==> src/rtl/gate_pool_driver.sv <==
// rtl/gate_pool_driver.sv - UART byte-stream front end for the NOT/OR/AND gate pool
module gate_pool_driver #(
    parameter int WIDTH       = 32,
    parameter int TIMEOUT_CYC = 100000
) (
    input  logic             i_clk,
    input  logic             i_rst_n,
    input  logic [7:0]       i_rx_data,
    input  logic             i_rx_valid,
    output logic [7:0]       o_tx_data,
    output logic             o_tx_valid,
    input  logic             i_tx_ready,
    output logic [WIDTH-1:0] o_not_in,
    output logic [WIDTH-1:0] o_or_a,
    output logic [WIDTH-1:0] o_or_b,
    output logic [WIDTH-1:0] o_and_a,
    output logic [WIDTH-1:0] o_and_b,
    input  logic [WIDTH-1:0] i_res_not,
    input  logic [WIDTH-1:0] i_res_or,
    input  logic [WIDTH-1:0] i_res_and,
    output logic             o_busy,
    output logic             o_rx_drop,
    output logic             o_timeout
);

    localparam int NB = WIDTH / 8;
    localparam int CW = (NB > 1) ? $clog2(NB) : 1;
    localparam int TW = $clog2(TIMEOUT_CYC + 1);
    localparam logic [CW-1:0] LAST_LANE = CW'(NB - 1);
    localparam logic [TW-1:0] TLAST     = TW'(TIMEOUT_CYC - 1);

    typedef enum logic [2:0] {
        IDLE, GET_A, GET_B, EXEC, CAPTURE, SEND, ERR
    } state_t;

    state_t           state, state_nx;
    logic [WIDTH-1:0] a_reg, b_reg, shreg;
    logic [1:0]       opcode;
    logic [CW-1:0]    cnt;
    logic [TW-1:0]    tcnt;
    logic             hs, last_lane, tmo_hit, op_ok, drop, tmo;

    assign o_tx_valid = (state == SEND) || (state == ERR);
    assign o_tx_data  = (state == ERR)  ? 8'hEE :
                        (state == SEND) ? shreg[7:0] : 8'h00;
    assign o_busy     = (state != IDLE);
    assign o_not_in   = a_reg;
    assign o_or_a     = a_reg;
    assign o_or_b     = b_reg;
    assign o_and_a    = a_reg;
    assign o_and_b    = b_reg;

    assign hs        = o_tx_valid & i_tx_ready;
    assign last_lane = (cnt == LAST_LANE);
    assign op_ok     = (i_rx_data <= 8'h02);
    assign tmo_hit   = ((state == GET_A) || (state == GET_B)) && !i_rx_valid && (tcnt == TLAST);

    always_ff @(posedge i_clk or negedge i_rst_n) begin
        if (!i_rst_n) state <= IDLE;
        else          state <= state_nx;
    end

    always_comb begin
        state_nx = state;
        drop     = 1'b0;
        tmo      = 1'b0;
        case (state)
            IDLE:    if (i_rx_valid) state_nx = op_ok ? GET_A : ERR;
            GET_A: begin
                if (i_rx_valid) begin
                    if (last_lane) state_nx = GET_B;
                end else if (tmo_hit) begin
                    state_nx = IDLE;
                    tmo      = 1'b1;
                end
            end
            GET_B: begin
                if (i_rx_valid) begin
                    if (last_lane) state_nx = EXEC;
                end else if (tmo_hit) begin
                    state_nx = IDLE;
                    tmo      = 1'b1;
                end
            end
            EXEC:    state_nx = CAPTURE;
            CAPTURE: state_nx = SEND;
            SEND:    if (hs && last_lane) state_nx = IDLE;
            ERR:     if (hs) state_nx = IDLE;
            default: state_nx = IDLE;
        endcase
        // Bytes arriving while the result path owns the block are discarded.
        if (i_rx_valid && (state == EXEC || state == CAPTURE || state == SEND || state == ERR))
            drop = 1'b1;
    end

    always_ff @(posedge i_clk or negedge i_rst_n) begin
        if (!i_rst_n) begin
            a_reg     <= '0;
            b_reg     <= '0;
            shreg     <= '0;
            opcode    <= '0;
            cnt       <= '0;
            tcnt      <= '0;
            o_rx_drop <= 1'b0;
            o_timeout <= 1'b0;
        end else begin
            o_rx_drop <= drop;
            o_timeout <= tmo;
            case (state)
                IDLE: begin
                    cnt  <= '0;
                    tcnt <= '0;
                    if (i_rx_valid && op_ok) opcode <= i_rx_data[1:0];
                end
                GET_A, GET_B: begin
                    if (i_rx_valid) begin
                        if (state == GET_A) a_reg[{cnt, 3'b000} +: 8] <= i_rx_data;
                        else                b_reg[{cnt, 3'b000} +: 8] <= i_rx_data;
                        cnt  <= last_lane ? '0 : cnt + 1'b1;
                        tcnt <= '0;
                    end else begin
                        tcnt <= tcnt + 1'b1;
                    end
                end
                CAPTURE: begin
                    cnt <= '0;
                    case (opcode)
                        2'd0:    shreg <= i_res_not;
                        2'd1:    shreg <= i_res_or;
                        default: shreg <= i_res_and;
                    endcase
                end
                SEND: begin
                    if (hs) begin
                        shreg <= shreg >> 8;
                        cnt   <= last_lane ? '0 : cnt + 1'b1;
                    end
                end
                default: ;
            endcase
        end
    end

endmodule

==> config.mk <==
export PLATFORM = sky130hd
export DESIGN_NAME = gate_pool_driver
export DESIGN_NICKNAME = d
export VERILOG_FILES = /design/src/rtl/gate_pool_driver.sv
export SDC_FILE = /design/constraint.sdc
export NUM_CORES = 1
export LEC_CHECK = 0
export ABC_CLOCK_PERIOD_IN_PS = 5200
export CAP_MARGIN = 20
export CORE_MARGIN = 2
export CORE_UTILIZATION = 40
export DETAILED_ROUTE_END_ITERATION = 12
export PLACE_DENSITY_LB_ADDON = 0.08
export SYNTH_ARGS = -nofsm -noshare
export SYNTH_HDL_FRONTEND = slang
export SYNTH_SLANG_ARGS = --single-unit
==> constraint.sdc <==
create_clock -name i_clk -period 5.2 [get_ports i_clk]
set_input_delay 0.78 -clock i_clk [delete_from_list [all_inputs] [get_ports i_clk]]
set_output_delay 0.78 -clock i_clk [all_outputs]
set_load 0.02 [all_outputs]
==> results of run 1 <==
-- kinds of logic (layout without fill, tap and decap cells) --
family	Yosys count	in the layout	share of synthesized area
buffers and inverters	168	350	0.150
adders and majority gates	7	7	0.0123
and+or+nand+nor	212	212	0.145
muxes	98	98	0.141
AOI/OAI and AO/OA	144	144	0.116
xor gates and xnor gates	3	3	0.00634
DFF	122	122	0.429
-- metal layers --
metal	wire length, um	track usage	vias to the layer above
met5	0	0	-
met1	7300	0.229	2719
met2	9980	0.362	229
met3	1040	0.0453	22
li1	-	-	2826
met4	240	0.0596	0
-- worst max-delay path: stages, from the launching register on --
cell and delay [ns]:
sky130_fd_sc_hd__dfrtp_1 0.70, sky130_fd_sc_hd__nor2b_1 0.74, sky130_fd_sc_hd__nand2_1 0.13, sky130_fd_sc_hd__a21oi_1 0.21, sky130_fd_sc_hd__clkdlybuf4s50_1 0.64
-- synth_stat cells, drive strengths merged (6+ instances only) --
| cell | number | share of area |
|---|---|---|
| o21ai | 94 | 0.066 |
| a22o | 9 | 0.011 |
| and2 | 7 | 0.0063 |
| nand3 | 14 | 0.011 |
| nor3 | 6 | 0.0049 |
| mux2 | 15 | 0.024 |
| ha | 7 | 0.012 |
| buf | 114 | 0.12 |
| clkbuf | 17 | 0.012 |
| a21oi | 15 | 0.011 |
| nor2 | 9 | 0.0069 |
| nand2 | 140 | 0.076 |
| mux2i | 83 | 0.12 |
| dfrtp | 122 | 0.43 |
| inv | 37 | 0.020 |
-- power by group --
part / switching (W) / internal [W]
Sequential: 0.000318 / 0.00125
Combinational: 0.00138 / 0.00121
Clock: 0.000399 / 0.000812
-- per-stage QoR --
stage / util / instance area [um2]
6_report: 0.570 / 9890
5_1_grt: 0.570 / 9890
4_1_cts: 0.570 / 9890
3_5_place_dp: 0.535 / 9280
3_3_place_gp: 0.535 / 9280
2_1_floorplan: - / 7110
-- cell type report --
cell class | count | area [um2] | share of cell area
clock buffers | 24 | 502 | 0.0507
well taps | 225 | 282 | 0.0285
flip-flops and latches | 122 | 3060 | 0.309
inverters | 37 | 139 | 0.0140
repair buffers | 282 | 2810 | 0.284
multi-input cells | 464 | 2990 | 0.302
clock inverters | 7 | 113 | 0.0114
-- state kept, by name, indices dropped and copies added, names as in the netlist, 2 cells and up --
register	flops
cnt	2
o_and_a	32
o_and_b	32
opcode	2
shreg	32
state	3
tcnt	17
-- final timing paths --
kind,end,startpoint
max in group asynchronous,o_timeout$_DFF_PN0_,i_rst_n
worst min register to register,shreg[18]$_DFFE_PN0P_,shreg[18]$_DFFE_PN0P_
worst max register to register,shreg[20]$_DFFE_PN0P_,state[0]$_DFFE_PN0P_
worst min-delay path,o_and_b[13]$_DFFE_PN0P_,i_rst_n
min in group i_clk,shreg[18]$_DFFE_PN0P_,shreg[18]$_DFFE_PN0P_
worst max-delay path,o_tx_data[3],state[0]$_DFFE_PN0P_
==> flow_summary.yaml, run 1 <==
hold_path:
  hold_class: "in2async"
drt:
  ant_nets: 0
  wire_per_inst_um: 16.0
  initialDrtViolationCount: 208
  drt_first_pass_iters: 7
  routed_wl_um: 18600
  detailroute.via_count: 5796
  drc: 0
  post_drt_via_cell_ratio: 4.99
clocking:
  post_cts.repair.setup_buffers: 0
  clkLatencyLatePin_ns: 0.42
  cts_buffers: 17
  cts_max_path_buffers: 2
  htree_num_levels: 4
  post_cts_resized: 0
  cts_hold_buffers: 0
  cts-root-buf: "sky130_fd_sc_hd__clkbuf_16"
  clk_pin_slew_ns: 0.05
  clock_tree_from_tritoncts: "done"
  tritoncts_num_sinks: 122
yosys:
  synth.net_count: 869
  ys_async_sr_fraction: 1.00
  ys_seq_area_frac: 0.429
  syn-cell-area_mm2: 0.00711
  synthCells: 754
  yosysUniqueCellTypes: 61
  ys.flop_type: "sky130_fd_sc_hd__dfrtp_1"
  ys_ff_latch: 122
  synthesis.area_per_instance_um2: 9.43
  post_synth_edffs: 0
  synth.yosys.warnings: 0
sta:
  final.period_utilization: 0.695
  report.final.setup_viol: 0
  slew_viol_final: 0
  finalHoldViolCount: 0
  slew_headroom: 0.324
  fin_ws_ns: 1.59
  fmaxAchievable_ghz: 0.277
  rsz_0062_raised_after_global_routing: "no"
  setup_total_negative_slack_ns: 0
  finClkSkew_ns: 0.00997
  max_slew.worst_pin.slew_ns: 1.01
  final_period_minus_worst_setup_slack_ns: 3.61
  worst_hold_slack_ns: 0.305
floorplanning:
  core.rowCount: 48
  die_area_mm2: 0.0189
  die_width_um: 137
  start_util: 0.410
  core_footprint_mm2: 0.0174
  io-pin-count: 280
  die_h_um: 137
placement:
  hpwl_um: 14300
  gp_routability_congestion: 0.788
  dp_cells: 1130
  placement.io_buffers: 279
  place_ws_ns: 2.04
global_route:
  grt_first_pass_wirelength_um: 28900
  gr-usage-all-layers: 0.198
  overflow: 0
  largest_net_degree_at_the_start_of_global_routing: 66
  grt_antenna_before_repair: 0
  first_global_vias: 5706
layout:
  share_of_cells_above_drive_strength_1: 0.0748
  layoutNonFillerInstCount: 1161
  fillers: 1504
  layout.cells.most_common: "sky130_fd_sc_hd__clkdlybuf4s50_1"
  synthToLayoutAreaGrowth_pct: 39.2
  most-common-layout-cells: "sky130_fd_sc_hd__clkdlybuf4s50_1 (278), sky130_fd_sc_hd__nand2_1 (135), sky130_fd_sc_hd__dfrtp_1 (120)"
  antenna_cells_inserted: 0
  finish.net_count: 1039
pwr:
  total_leakage_power_nw: 4.34
  pwr_density_cell_mw_per_mm2: 542
  peakVddDrop_uv: 328
  fin_total_pwr_w: 0.00536
flow_run:
  cap_violations: 0
outcome:
  outcome: "finished, final reports clean"
critical_path:
  worst-setup-path-type: "reg2out"
  worst-r2r-cell-count: 4
  critPathMaxFanout: 16
  worstPathRequired_ns: 4.42
  start_kind: "flip-flop"
  critical_path_endpoint_category: "primary output"
  reg2reg_slack_ns: 2.80
  arrival_ns: 2.83
No activity file was read; power rests on OpenSTA's default activity.
==> run 2: changes to the inputs <==
--- a/config.mk
+++ b/config.mk
@@ -5,7 +5,7 @@
 export SDC_FILE = /design/constraint.sdc
 export NUM_CORES = 1
 export LEC_CHECK = 0
-export ABC_CLOCK_PERIOD_IN_PS = 5200
+export ABC_CLOCK_PERIOD_IN_PS = 3500
 export CAP_MARGIN = 20
 export CORE_MARGIN = 2
 export CORE_UTILIZATION = 40
==> constraint.sdc (replaced) <==
create_clock -name i_clk -period 3.5 [get_ports i_clk]
set_input_delay 0.525 -clock i_clk [delete_from_list [all_inputs] [get_ports i_clk]]
set_output_delay 0.525 -clock i_clk [all_outputs]
set_load 0.02 [all_outputs]
==> flow_summary.yaml, run 2 (synthesis results as in run 1) <==
clocking:
  cts_hold_buffers: 0
  clock_tree_from_tritoncts: "done"
  post_cts.repair.setup_buffers: 0
  cts_max_path_buffers: 2
  post_cts_resized: 0
  cts_buffers: 17
  clkLatencyLatePin_ns: 0.42
  htree_num_levels: 4
  cts-root-buf: "sky130_fd_sc_hd__clkbuf_16"
  clk_pin_slew_ns: 0.05
  tritoncts_num_sinks: 122
critical_path:
  reg2reg_slack_ns: 1.31
  setup_crit_start: "state[1]$_DFFE_PN0P_"
  critPathCapture: "o_tx_data[6]"
  arrival_ns: 2.48
  start_kind: "flip-flop"
  critPathMaxFanout: 18
  r2r_start: "cnt[0]$_DFFE_PN0P_"
  r2r-end: "o_and_a[0]$_DFFE_PN0P_"
  worst-r2r-cell-count: 5
  worst-setup-path-type: "reg2out"
  critical_path_endpoint_category: "primary output"
  worstPathRequired_ns: 2.97
placement:
  gp_routability_congestion: 0.832
  placement.io_buffers: 279
  hpwl_um: 13900
pwr:
  p_seq_frac: 0.293
  peakVddDrop_uv: 535
  pwr_density_cell_mw_per_mm2: 796
  switching_power_w: 0.00312
  p_sw_frac: 0.397
  pwr-share-comb: 0.495
  clock_power_share: 0.213
  power.internal_w: 0.00474
  total_leakage_power_nw: 4.33
drt:
  post_drt_via_cell_ratio: 5.01
  initialDrtViolationCount: 286
  drc: 0
  detailroute.via_count: 5823
  ant_nets: 0
  routed_wl_um: 18400
  wire_per_inst_um: 15.8
  drt_first_pass_iters: 6
layout:
  synthToLayoutAreaGrowth_pct: 38.9
  finish.net_count: 1042
  antenna_cells_inserted: 0
  most-common-layout-cells: "sky130_fd_sc_hd__clkdlybuf4s50_1 (278), sky130_fd_sc_hd__nand2_1 (135), sky130_fd_sc_hd__dfrtp_1 (120)"
  layout.cells.most_common: "sky130_fd_sc_hd__clkdlybuf4s50_1"
  share_of_cells_above_drive_strength_1: 0.0758
global_route:
  grt_antenna_before_repair: 0
  overflow: 0
  first_global_vias: 5795
  gr-usage-all-layers: 0.198
  grt_first_pass_wirelength_um: 28800
  largest_net_degree_at_the_start_of_global_routing: 77
sta:
  max_slew.worst_pin.slew_ns: 1.01
  finClkSkew_ns: 0.00701
  final_period_minus_worst_setup_slack_ns: 3.01
  slew_headroom: 0.327
  fmaxAchievable_ghz: 0.333
  final.period_utilization: 0.859
  rsz_0062_raised_after_global_routing: "no"
  finalHoldViolCount: 0
  worst_hold_slack_ns: 0.119
  slew_viol_final: 0
  report.final.setup_viol: 0
  setup_total_negative_slack_ns: 0
floorplanning:
  io-pin-count: 280
  start_util: 0.410
  die_width_um: 137
  core_footprint_mm2: 0.0174
  core.rowCount: 48
  die_h_um: 137
  die_area_mm2: 0.0189
hold_path:
  hold_class: "in2async"
outcome:
  outcome: "finished, final reports clean"
flow_run:
  cap_violations: 0
## run 2: power groups by stage
stage,logic (W),registers (W),clock network [W]
2_1_floorplan,0.00252,0.00243,0
3_3_place_gp,0.00388,0.00231,0
3_5_place_dp,0.00392,0.00233,0
4_1_cts,0.00393,0.00231,0.00170
5_1_grt,0.00422,0.00238,0.00176
6_report,0.00389,0.00230,0.00167
## run 2: layout make-up
| class | instances | area, um2 |
|---|---|---|
| Sequential cell | 122 | 3060 |
| Timing Repair Buffer | 285 | 2850 |
| Inverter | 37 | 139 |
| Fill cell | 1484 | 7480 |
| Clock inverter | 8 | 97.6 |
| Tap cell | 225 | 282 |
| Multi-Input combinational cell | 464 | 2990 |
| Clock buffer | 21 | 460 |
## run 2: how the worst min path moves through the flow
stage,from,to,slack (ns),cells after the start
after floorplan,i_rst_n,cnt[0]$_DFFE_PN0P_,0.23,0
after global placement,shreg[20]$_DFFE_PN0P_,shreg[20]$_DFFE_PN0P_,0.46,2
after detailed placement,shreg[19]$_DFFE_PN0P_,shreg[19]$_DFFE_PN0P_,0.47,2
after CTS,i_rst_n,o_and_b[6]$_DFFE_PN0P_,0.14,1
after global routing,i_rst_n,o_and_b[6]$_DFFE_PN0P_,0.17,1
final,i_rst_n,o_and_b[6]$_DFFE_PN0P_,0.12,1
## run 2: per-layer routing
metal,share of wire,vias up,track usage
met5,0,-,0
met4,0.024,0,0.0871
met3,0.057,33,0.0412
met2,0.51,233,0.354
met1,0.40,2737,0.227
li1,-,2820,-
## run 2: critical path: stages, from the launching register on
cell and delay [ns]:
sky130_fd_sc_hd__dfrtp_1 0.74, sky130_fd_sc_hd__nand2b_1 0.42, sky130_fd_sc_hd__a21oi_1 0.27, sky130_fd_sc_hd__clkdlybuf4s50_1 0.63
## run 2: stage by stage
step	area, um2	total power (W)	setup slack [ns]	util	instances
2_1_floorplan	7110	0.00495	1.71	-	754
3_3_place_gp	9310	0.00619	1.04	0.537	1133
3_5_place_dp	9310	0.00626	0.938	0.537	1133
4_1_cts	9870	0.00795	0.501	0.569	1162
5_1_grt	9870	0.00836	0.380	0.569	1162
6_report	9870	0.00786	0.494	0.569	1162
